===== src/rtl/bla_arith_pkg.sv =====
// Shared types and the borrow-lookahead helper used by the subtractor cells and halves.
package bla_arith_pkg;

  localparam int unsigned WIDTH_DEFAULT = 16;
  localparam int unsigned CELL          = 4;
  localparam int unsigned LA_MAX        = 32;

  typedef logic [0:15] word_t;

  typedef struct packed {
    logic borrow;
    logic zero;
    logic overflow;
  } sub_flags_t;

  // Borrow into position n, as a flat sum of products over generate/propagate terms:
  // cin & p0..p(n-1)  |  OR over j<n of  g_j & p(j+1)..p(n-1).
  function automatic logic la_borrow(input logic [0:LA_MAX-1] g,
                                     input logic [0:LA_MAX-1] p,
                                     input logic cin,
                                     input int unsigned n);
    logic acc;
    logic term;
    acc  = cin;
    term = 1'b0;
    for (int unsigned k = 0; k < LA_MAX; k++) begin
      if (k < n) acc = acc & p[k];
    end
    for (int unsigned j = 0; j < LA_MAX; j++) begin
      if (j < n) begin
        term = g[j];
        for (int unsigned k = j + 1; k < LA_MAX; k++) begin
          if (k < n) term = term & p[k];
        end
        acc = acc | term;
      end
    end
    return acc;
  endfunction

endpackage


===== src/rtl/bla_sub4_cell.sv =====
// Borrow-lookahead subtractor cell: difference bits plus group borrow G / propagate P.
module bla_sub4_cell
  import bla_arith_pkg::*;
#(
  parameter int unsigned N = CELL
) (
  input  logic [0:N-1] a,
  input  logic [0:N-1] b,
  input  logic         bin,
  output logic [0:N-1] d,
  output logic         G,
  output logic         P
);

  logic [0:LA_MAX-1] gx;
  logic [0:LA_MAX-1] px;

  always_comb begin
    gx = '0;
    px = '0;
    for (int unsigned i = 0; i < N; i++) begin
      gx[i] = ~a[i] & b[i];
      px[i] = ~(a[i] ^ b[i]);
    end
  end

  always_comb begin
    d = '0;
    for (int unsigned i = 0; i < N; i++) begin
      d[i] = a[i] ^ b[i] ^ la_borrow(gx, px, bin, i);
    end
  end

  assign G = la_borrow(gx, px, 1'b0, N);
  assign P = &px[0:N-1];

endmodule


===== src/rtl/bla_sub16_pipe.sv =====
// Two-stage valid/ready pipelined subtractor: low half in S1, high half and flags in S2.
module bla_sub16_pipe #(
  parameter int unsigned WIDTH = bla_arith_pkg::WIDTH_DEFAULT,
  parameter int unsigned CELL  = bla_arith_pkg::CELL
) (
  input  logic             clk,
  input  logic             rst,
  input  logic             in_valid,
  output logic             in_ready,
  input  logic [0:WIDTH-1] a,
  input  logic [0:WIDTH-1] b,
  input  logic             borrow_in,
  output logic             out_valid,
  input  logic             out_ready,
  output logic [0:WIDTH-1] diff,
  output logic             borrow_out,
  output logic             zero,
  output logic             overflow
);
  import bla_arith_pkg::*;

  localparam int unsigned H  = WIDTH / 2;
  localparam int unsigned NC = H / CELL;

  logic             s1_valid_q;
  logic             out_valid_q;
  logic [0:H-1]     lo_diff_q;
  logic [0:H-1]     a_hi_q;
  logic [0:H-1]     b_hi_q;
  logic             lo_borrow_q;
  logic [0:WIDTH-1] diff_q;
  logic [0:WIDTH-1] diff_d;
  sub_flags_t       flags_q;
  sub_flags_t       flags_d;

  logic [0:WIDTH-1]  cell_a;
  logic [0:WIDTH-1]  cell_b;
  logic [0:WIDTH-1]  cell_d;
  logic [0:2*NC-1]   cell_g;
  logic [0:2*NC-1]   cell_p;
  logic [0:2*NC-1]   cell_bin;
  logic [0:LA_MAX-1] lo_gx, lo_px, hi_gx, hi_px;
  logic              lo_bout;
  logic              hi_bout;
  logic              s1_free, s2_free, s1_load, s2_load;

  // Low-half cells see the live operands; high-half cells see the S1 copy.
  always_comb begin
    cell_a            = '0;
    cell_b            = '0;
    cell_a[0:H-1]     = a[0:H-1];
    cell_b[0:H-1]     = b[0:H-1];
    cell_a[H:WIDTH-1] = a_hi_q;
    cell_b[H:WIDTH-1] = b_hi_q;
  end

  for (genvar c = 0; c < 2 * NC; c++) begin : g_cell
    bla_sub4_cell #(.N(CELL)) u_cell (
      .a   (cell_a[c*CELL +: CELL]),
      .b   (cell_b[c*CELL +: CELL]),
      .bin (cell_bin[c]),
      .d   (cell_d[c*CELL +: CELL]),
      .G   (cell_g[c]),
      .P   (cell_p[c])
    );
  end

  always_comb begin
    lo_gx    = '0;
    lo_px    = '0;
    hi_gx    = '0;
    hi_px    = '0;
    cell_bin = '0;
    for (int unsigned k = 0; k < NC; k++) begin
      lo_gx[k] = cell_g[k];
      lo_px[k] = cell_p[k];
      hi_gx[k] = cell_g[NC + k];
      hi_px[k] = cell_p[NC + k];
    end
    for (int unsigned k = 0; k < NC; k++) begin
      cell_bin[k]      = la_borrow(lo_gx, lo_px, borrow_in, k);
      cell_bin[NC + k] = la_borrow(hi_gx, hi_px, lo_borrow_q, k);
    end
    lo_bout = la_borrow(lo_gx, lo_px, borrow_in, NC);
    hi_bout = la_borrow(hi_gx, hi_px, lo_borrow_q, NC);
  end

  always_comb begin
    diff_d              = '0;
    diff_d[0:H-1]       = lo_diff_q;
    diff_d[H:WIDTH-1]   = cell_d[H:WIDTH-1];
    flags_d.borrow      = hi_bout;
    flags_d.zero        = (diff_d == '0);
    flags_d.overflow    = (a_hi_q[H-1] != b_hi_q[H-1]) && (diff_d[WIDTH-1] != a_hi_q[H-1]);
  end

  assign s2_free  = ~out_valid_q | out_ready;
  assign s1_free  = ~s1_valid_q | s2_free;
  assign s1_load  = in_valid & s1_free & ~rst;
  assign s2_load  = s1_valid_q & s2_free;
  assign in_ready = s1_free & ~rst;

  always_ff @(posedge clk or posedge rst) begin
    if (rst) begin
      s1_valid_q  <= 1'b0;
      lo_diff_q   <= '0;
      lo_borrow_q <= 1'b0;
      a_hi_q      <= '0;
      b_hi_q      <= '0;
      out_valid_q <= 1'b0;
      diff_q      <= '0;
      flags_q     <= '0;
    end else begin
      if (s1_load) begin
        s1_valid_q  <= 1'b1;
        lo_diff_q   <= cell_d[0:H-1];
        lo_borrow_q <= lo_bout;
        a_hi_q      <= a[H:WIDTH-1];
        b_hi_q      <= b[H:WIDTH-1];
      end else if (s2_load) begin
        s1_valid_q  <= 1'b0;
      end
      if (s2_load) begin
        out_valid_q <= 1'b1;
        diff_q      <= diff_d;
        flags_q     <= flags_d;
      end else if (s2_free) begin
        out_valid_q <= 1'b0;
      end
    end
  end

  assign out_valid  = out_valid_q;
  assign diff       = diff_q;
  assign borrow_out = flags_q.borrow;
  assign zero       = flags_q.zero;
  assign overflow   = flags_q.overflow;

endmodule

===== config.mk =====
export PLATFORM = sky130hd
export DESIGN_NAME = bla_sub16_pipe
export DESIGN_NICKNAME = d
export VERILOG_FILES = /design/src/rtl/bla_arith_pkg.sv /design/src/rtl/bla_sub4_cell.sv /design/src/rtl/bla_sub16_pipe.sv
export SDC_FILE = /design/constraint.sdc
export NUM_CORES = 1
export LEC_CHECK = 0
export BUFFER_PORTS_ARGS = -buffer_cell sky130_fd_sc_hd__buf_2
export CAP_MARGIN = 25
export CORE_MARGIN = 2
export CORE_UTILIZATION = 48
export DETAILED_ROUTE_END_ITERATION = 8
export GPL_TIMING_DRIVEN = 0
export HOLD_SLACK_MARGIN = 0.02
export PLACE_DENSITY = 0.83
export REMOVE_ABC_BUFFERS = 1
export SLEW_MARGIN = 20
export SYNTH_ARGS = -nofsm -noshare
export SYNTH_HDL_FRONTEND = slang
export SYNTH_SLANG_ARGS = --single-unit

===== constraint.sdc =====
create_clock -name clk -period 3.2 [get_ports clk]
set_input_delay 0.96 -clock clk [delete_from_list [all_inputs] [get_ports clk]]
set_output_delay 0.96 -clock clk [all_outputs]
set_load 0.005 [all_outputs]

# Word level (Yosys, flattened, before mapping)
# Cells that the tools add are included.
dict set report word_totals {
  regBits 46
  in_bits 37
  output_inout_bits 21
  word_cells 197
}
dict set report op_classes {
  mux 4
  eq_ne 2
  reduce_logical 8
  n_bitwise 173
}
# op n
set op_table {}
lappend op_table {{$and 1x1->1} 62}
lappend op_table {{$or 1x1->1} 44}
lappend op_table {{$not 1->1} 35}
lappend op_table {{$xor 1x1->1} 32}
lappend op_table {{$logic_not 16->1} 1}
lappend op_table {{$reduce_and 4->1} 4}
lappend op_table {{$mux 1} 4}
lappend op_table {{$reduce_bool 2->1} 2}
lappend op_table {{$ne 1x1->1} 2}
lappend op_table {{$logic_and 1x1->1} 1}

# Depth between registers and ports, before layout
# Gate-level depths: netlist of run 1.
dict set report logic_depth {
  depth_word 18
  mapped_depth 11
  depth_no_buf 11
}

# Cells and area by module
# Synthesis of run 1 repeated with hierarchy kept, for this count alone.
dict set report unflattened {
  cells_unflattened 216
  area_unflattened_um2 2646.3
}
# module instances area_each_um2 cells_each
set modules_own_cells {}
lappend modules_own_cells {bla_sub16_pipe 1 1920.6 116}
lappend modules_own_cells {bla_sub4_cell 4 181.4 25}

# Worst setup path after synthesis of run 1
# No wires, ideal clock.
dict set report synth_timing {
  path_kind {input to output}
  start {in rst}
  end {out in_ready}
  cell_stages 2
  slack_ns 0.023
  required_time_ns 2.240
  arrival_time_ns 2.217
  path_cell_list {inv_1 > and2_1}
}
dict set report synth_between {
  elab_chain_cells 2
}
# item line_no
set synth_lines {}
lappend synth_lines {{start, declared} bla_sub16_pipe.sv:7} ;# input logic rst,
lappend synth_lines {{$not 1->1} bla_sub16_pipe.sv:101} ;# assign in_ready = s1_free & ~rst;
lappend synth_lines {{$and 1x1->1} bla_sub16_pipe.sv:101}
lappend synth_lines {{end, declared} bla_sub16_pipe.sv:9} ;# output logic in_ready,
# Every way passes these cells.

# Worst setup path after layout of run 1
dict set report layout_timing {
  start {reg a_hi_q[2] (netlist bit)}
  end {reg flags_q, in the netlist zero}
}
dict set report layout_between {
  elab_chain_cells 16
  elab_cells_between_ends 35
  cone_classes {33 x bitwise; 2 x reduce/logical}
}
# item line_no
set layout_lines {}
lappend layout_lines {{start, declared} bla_sub16_pipe.sv:28} ;# logic [0:H-1] a_hi_q;
lappend layout_lines {{start signal, assigned} bla_sub16_pipe.sv:118} ;# a_hi_q <= a[H:WIDTH-1];
lappend layout_lines {{$xor 1x1->1} {bla_sub4_cell.sv:23, bla_sub4_cell.sv:30}}
lappend layout_lines {{$not 1->1} bla_sub4_cell.sv:23} ;# px[i] = ~(a[i] ^ b[i]);
lappend layout_lines {{$and 1x1->1 (2 in series)} bla_arith_pkg.sv:33} ;# if (k < n) term = term & p[k];
lappend layout_lines {{$or 1x1->1 (4 in series)} bla_arith_pkg.sv:35} ;# acc = acc | term;
lappend layout_lines {{$and 1x1->1 (3 in series)} bla_arith_pkg.sv:27} ;# if (k < n) acc = acc & p[k];
lappend layout_lines {{$or 1x1->1 (3 in series)} bla_arith_pkg.sv:35}
lappend layout_lines {{$xor 1x1->1} bla_sub4_cell.sv:30} ;# d[i] = a[i] ^ b[i] ^ la_borrow(gx, px, bin, i);
lappend layout_lines {{$logic_not 16->1 (*)} bla_sub16_pipe.sv:93} ;# flags_d.zero = (diff_d == '0);
lappend layout_lines {{end signal, assigned} bla_sub16_pipe.sv:126} ;# flags_q <= flags_d;
lappend layout_lines {{end, declared} bla_sub16_pipe.sv:33} ;# sub_flags_t flags_q;
# Every way passes the cells marked *; elsewhere a longest branch is shown, timed or not.
# A chain may end at the register's enable or synchronous reset.

==> run metrics, run 1 <==
run status=finished clean; Placed Instances=about 370; fin util=0.5844; CTS tree=done; DRT iter0 DRCs=37; remaining global-route overflow=0; die area=0.005738 mm^2; P per Cell Area=between 600 and 700 mW/mm^2; Max-cap violations=0; Skew-Pair Late Insertion Delay=300 ps; clk sinks=46; Synth top area share=0.4658; RSZ-0062 raised after global routing=no; Yosys cell types=36; detailed-route vias per instance=between 4 and 5; Slew @ Worst Pin=836.5 ps; Post-Synthesis Cells=about 250; max-slew violations=0; DP Wirelength=between 3000 and 4000 um; Rows=26; Crit. Startpoint=a_hi_q[2]; pin count of the biggest net entering global routing=34; DRT Pass-1 Iters=4; H-tree levels=2; vias in the first global route=about 1900; DR WL/cell=approximately 12 um; TNS Setup=0 ps; layout cells sized above 1=0.2769; clk buf depth=2; Post-synth top flop=dfrtp_1; chip width=75.75 um; Final min period=2994 ps; Root Driver=clkbuf_8; Post-CTS Setup Inserts=0; top cells by count, synth=nand2_1 (55), dfrtp_1 (46), o21ai_0 (24), ha_1 (20), inv_1 (17); # diodes=0; FFs w/ async S/R, synth=1.000; IO buf count=57; CP max FO=5; R2R Path Start=a_hi_q[2]; top cells by area, synth=dfrtp_1 (47%), ha_1 (10%), nand2_1 (8.4%); DRC viols=0; hold path start=diff[8]; Yosys top cell by area=dfrtp_1; Die Ht=75.75 um; critical path type=reg2reg; hold crit path type=reg2reg; core footprint=0.005042 mm^2; Hold Slack=approximately 480 ps; Placed Instance Area=0.002836 mm^2; fin area=slightly below 0.003 mm^2; VDD IR max=0.2485 mV; Clock Skew=around 4.7 ps; Slew headroom=0.4410; first-pass GRT wire length=7900 um; clock-pin transition on the worst setup and hold timing paths=90 ps; Finished Layout Cells=377; Area Overhead vs Synth=19.24%; sequential cell area fraction in the yosys report=0.4658; Final Hold Vio Count=0; CTS Hold Bufs=0; TritonCTS Buffers=5; Routed Antenna Nets=0; Critical Path Sink Type=register; top-count cell post-synth=nand2_1; Yosys reg bits=46; vias after detailed routing=1879; Startpoint Class=register; setup violators final=0; Final period util=0.9355; leak pwr=1.505 nW; number of antenna violations at the first check in global routing=0; Post-synth EDFFs=0; CP required=3400 ps; Cell Area, Synth=0.002471 mm^2; Critical Path AT=3200 ps; GRT Total Usage=0.1837; Synth warnings=0; layout filler cell count=470; final WL=4642 um; Post-CTS Resized=0; Post-layout nets=about 370; # IOs=58; Initial Util=0.4901; Max Clock Freq=about 330 MHz; routability cong.=0.7889; Avg Cell Area, Syn=between 10 and 15 um^2
path summary, 6_finish.rpt:
| check | end | slack, ps | depth (start not counted) |
|---|---|---|---|
| min reg2reg | diff[8] | 480 | 2 |
| max | zero | 210 | 10 |
| min in group asynchronous | lo_diff_q[5] | 630 | 2 |
| max in group asynchronous | b_hi_q[7] | 2080 | 3 |
| min | diff[8] | 480 | 2 |
| max reg2reg | zero | 210 | 10 |
placed cells by master (no fill, tap or decap), types with 2 or more instances in the layout:
cell,Yosys,layout
or3_1,2,2
a31oi_1,2,2
or2_2,2,2
o21ai_0,24,24
xor2_1,4,4
clkbuf_8,0,6
nand3b_1,2,2
xnor2_1,3,3
a21oi_1,5,5
o31ai_1,3,3
nand2b_1,4,4
buf_2,1,57
o21a_1,7,7
mux2_2,12,12
nor2_1,4,4
inv_1,17,16
a211oi_1,2,2
ha_1,20,20
o211ai_1,3,3
nand3_1,4,4
fa_1,4,4
nor3_1,3,3
dfrtp_1,46,46
nand2_1,55,55
kinds of logic (layout without fill, tap and decap cells):
family	count (synthesis)	in the layout	share of synthesized area
muxes	12	12	0.05468
xor gates and xnor gates	7	7	0.02481
and+or+nand+nor	82	82	0.1509
DFF	46	46	0.4658
adders and majority gates	24	24	0.1337
buffers and inverters	24	84	0.03696
AOI/OAI and AO/OA	52	52	0.1332
critical path, stage by stage, from the launching register on:
cell	delay [ps]
dfrtp_1	330
inv_1	50
ha_1	340
a21oi_1	190
o21ai_0	150
a21o_1	230
fa_1	510
and4bb_2	230
nand4_1	120
or4_1	530
o31ai_1	220
layer usage:
layer  global-route usage  routed length (um)  vias to the layer above
li1                     -                   -                      960
met1               0.2158                2052                      869
met2               0.3180                2260                       45
met3              0.06481                 283                        5
met4              0.05068                  47                        0
met5                    0                   0                        -
power breakdown:
part	internal (mW)	leakage [nW]	switching [mW]
registers	0.735	0.565	0.0855
logic	0.299	0.892	0.293
clock network	0.174	0.0472	0.197
final cells by class:
cell class	instances	area (um^2)	share of cell area
clock buffers	6	82.58	0.02803
well taps	70	87.58	0.02972
flip-flops and latches	46	1151	0.3907
inverters	17	63.81	0.02166
clock inverters	2	12.51	0.004246
repair buffers	59	320.3	0.1087
multi-input cells	177	1229	0.4170
flip-flops by register name, summed over array words and instances (netlist names):
signal       count
b_hi_q           8
lo_borrow_q      1
diff            16
overflow         1
zero             1
lo_diff_q        8
borrow_out       1
a_hi_q           8
out_valid        1
s1_valid_q       1
stage by stage:
stage,total power [mW],setup slack (ps)
after floorplan,1.201,-107.0
after global placement,1.401,-1082
after detailed placement,1.429,112.5
after CTS,1.806,197.9
after global routing,1.930,24.70
final,1.783,206.4
Power figures use the tool's default switching activity.
==> run 2: changes to the inputs <==
- HOLD_SLACK_MARGIN: 0.02 -> not set
- MAX_ROUTING_LAYER: not set -> met4
==> run 2 against run 1 <==
- sequential share of layout area is the same
- design area is the same
- utilization is the same
- clock power is essentially flat
- flip-flop and latch count is the same
- critical path depth is the same
- register-to-register slack is essentially flat
- clock-buffer cell count is the same
- final cell count is the same
- first-iteration DRC count is the same
- largest power group unchanged
==> run metrics, run 2 (synthesized netlist as in run 1, its figures left out) <==
Root Driver=clkbuf_8 (unchanged); fin area=0.002947 mm^2 (unchanged); fin util=0.5844 (unchanged); Final period util=0.9355 (about the same); vias after detailed routing=1880 (was 1879); Clock Skew=4.657 ps (was 4.652 ps); Initial Util=0.4901 (unchanged); RSZ-0062 raised after global routing=no (unchanged); GRT Total Usage=0.1894 (was 0.1837); clk sinks=46 (unchanged); clock-pin transition on the worst setup and hold timing paths=90 ps (about the same); Post-layout nets=367 (unchanged); Startpoint Class=register (unchanged); H-tree levels=2 (unchanged); Critical Path Sink Type=register (unchanged); remaining global-route overflow=0 (unchanged); CP max FO=5 (unchanged); core footprint=0.005042 mm^2 (unchanged); number of antenna violations at the first check in global routing=0 (unchanged); leak pwr=1.505 nW (unchanged); final WL=4645 um (was 4642 um); CP required=3410 ps (was 3400 ps); VDD IR max=0.2495 mV (was 0.2485 mV); pin count of the biggest net entering global routing=34 (unchanged); DRT Pass-1 Iters=4 (unchanged); TritonCTS Buffers=5 (unchanged); Post-CTS Setup Inserts=0 (unchanged); IO buf count=57 (unchanged); max reg flops=16 (unchanged); Critical Path AT=3200 ps (about the same); DR WL/cell=12.32 um (was 12.31 um); Rows=26 (unchanged); hold crit path type=reg2reg (unchanged); CTS Hold Bufs=0 (unchanged); Die Ht=75.75 um (unchanged); layout filler cell count=470 (unchanged); P per Cell Area=605.1 mW/mm^2 (was 604.9 mW/mm^2); Max-cap violations=0 (unchanged); chip width=75.75 um (unchanged); Final Hold Vio Count=0 (unchanged); Skew-Pair Late Insertion Delay=300 ps (about the same); routability cong.=0.8000 (was 0.7889); Storage cell area=0.001151 mm^2 (unchanged); clk buf depth=2 (unchanged); vias in the first global route=1884 (unchanged); die area=0.005738 mm^2 (unchanged); DRC viols=0 (unchanged); run status=finished clean (unchanged); setup violators final=0 (unchanged); Placed Instance Area=0.002836 mm^2 (unchanged); DRT iter0 DRCs=37 (unchanged); DP Wirelength=3639 um (unchanged); Slew @ Worst Pin=836.5 ps (about the same); # IOs=58 (unchanged); Area Overhead vs Synth=19.24% (unchanged); max-slew violations=0 (unchanged); Routed Antenna Nets=0 (unchanged); leading cell type in the layout, fill and taps excluded=buf_2 (unchanged); area of the multi-input gates=0.001229 mm^2 (unchanged); first-pass GRT wire length=7900 um (unchanged); critical path type=reg2reg (unchanged); # diodes=0 (unchanged); most frequent cells in the layout=buf_2 (57), nand2_1 (55), dfrtp_1 (46) (unchanged); Final min period=2994 ps (about the same); Post-CTS Resized=0 (unchanged); CTS tree=done (unchanged); Slew headroom=0.4410 (about the same); detailed-route vias per instance=4.987 (was 4.984); layout cells sized above 1=0.2769 (unchanged); Max Clock Freq=334.0 MHz (about the same)
## run 2: cell counts in the layout (fill, tap and decap cells not counted)
No cell type changed its count.
## run 2: path summary, 6_finish.rpt
kind	start	depth (start not counted)	endpoint	slack, ps
min in group asynchronous	rst	2	lo_diff_q[5]	630
setup / recovery	a_hi_q[2]	10	zero	210
setup reg to reg	a_hi_q[2]	10	zero	210
hold reg to reg	diff[8]	2	diff[8]	480
hold / removal	diff[8]	2	diff[8]	480
max in group asynchronous	rst	3	b_hi_q[7]	2090
## run 2: routing by layer
| metal | wire length, um | up-vias | track usage |
|---|---|---|---|
| met5 | 0 | - | - |
| met4 | 46 | 0 | 0.05068 |
| met3 | 261 | 6 | 0.06085 |
| met2 | 2261 | 45 | 0.3180 |
| met1 | 2075 | 869 | 0.2184 |
| li1 | - | 960 | - |
## run 2: metrics by stage
stage | cells | hold WS, ps | total power [mW] | setup slack (ps) | setup TNS, ps
after floorplan | 240 | 449.7 | 1.201 | -107.0 | -107.0
after global placement | 367 | 455.1 | 1.401 | -1082 | -19260
after detailed placement | 368 | 467.1 | 1.429 | 112.5 | 0
after CTS | 376 | 487.3 | 1.806 | 197.9 | 0
after global routing | 377 | 518.3 | 1.930 | 24.70 | 0
final | 377 | 479.6 | 1.783 | 206.4 | 0
## run 2: final cells by class
class,count,area share
multi-input cells,177,0.4170
clock inverters,2,0.004246
clock buffers,6,0.02803
well taps,70,0.02972
repair buffers,59,0.1087
flip-flops and latches,46,0.3907
inverters,17,0.02166
## run 2: worst max-delay path, stage by stage (launching register included)
cell and delay (ps):
dfrtp_1 330, inv_1 50, ha_1 340, a21oi_1 190, o21ai_0 150, a21o_1 230, fa_1 510, and4bb_2 230
nand4_1 120, or4_1 530, o31ai_1 220
## run 2: where the power goes
part           internal [mW]  switching [mW]  total [mW]  leakage (nW)
logic                  0.299           0.292       0.591         0.892
clock network          0.174           0.198       0.372        0.0472
registers              0.735          0.0855       0.820         0.565
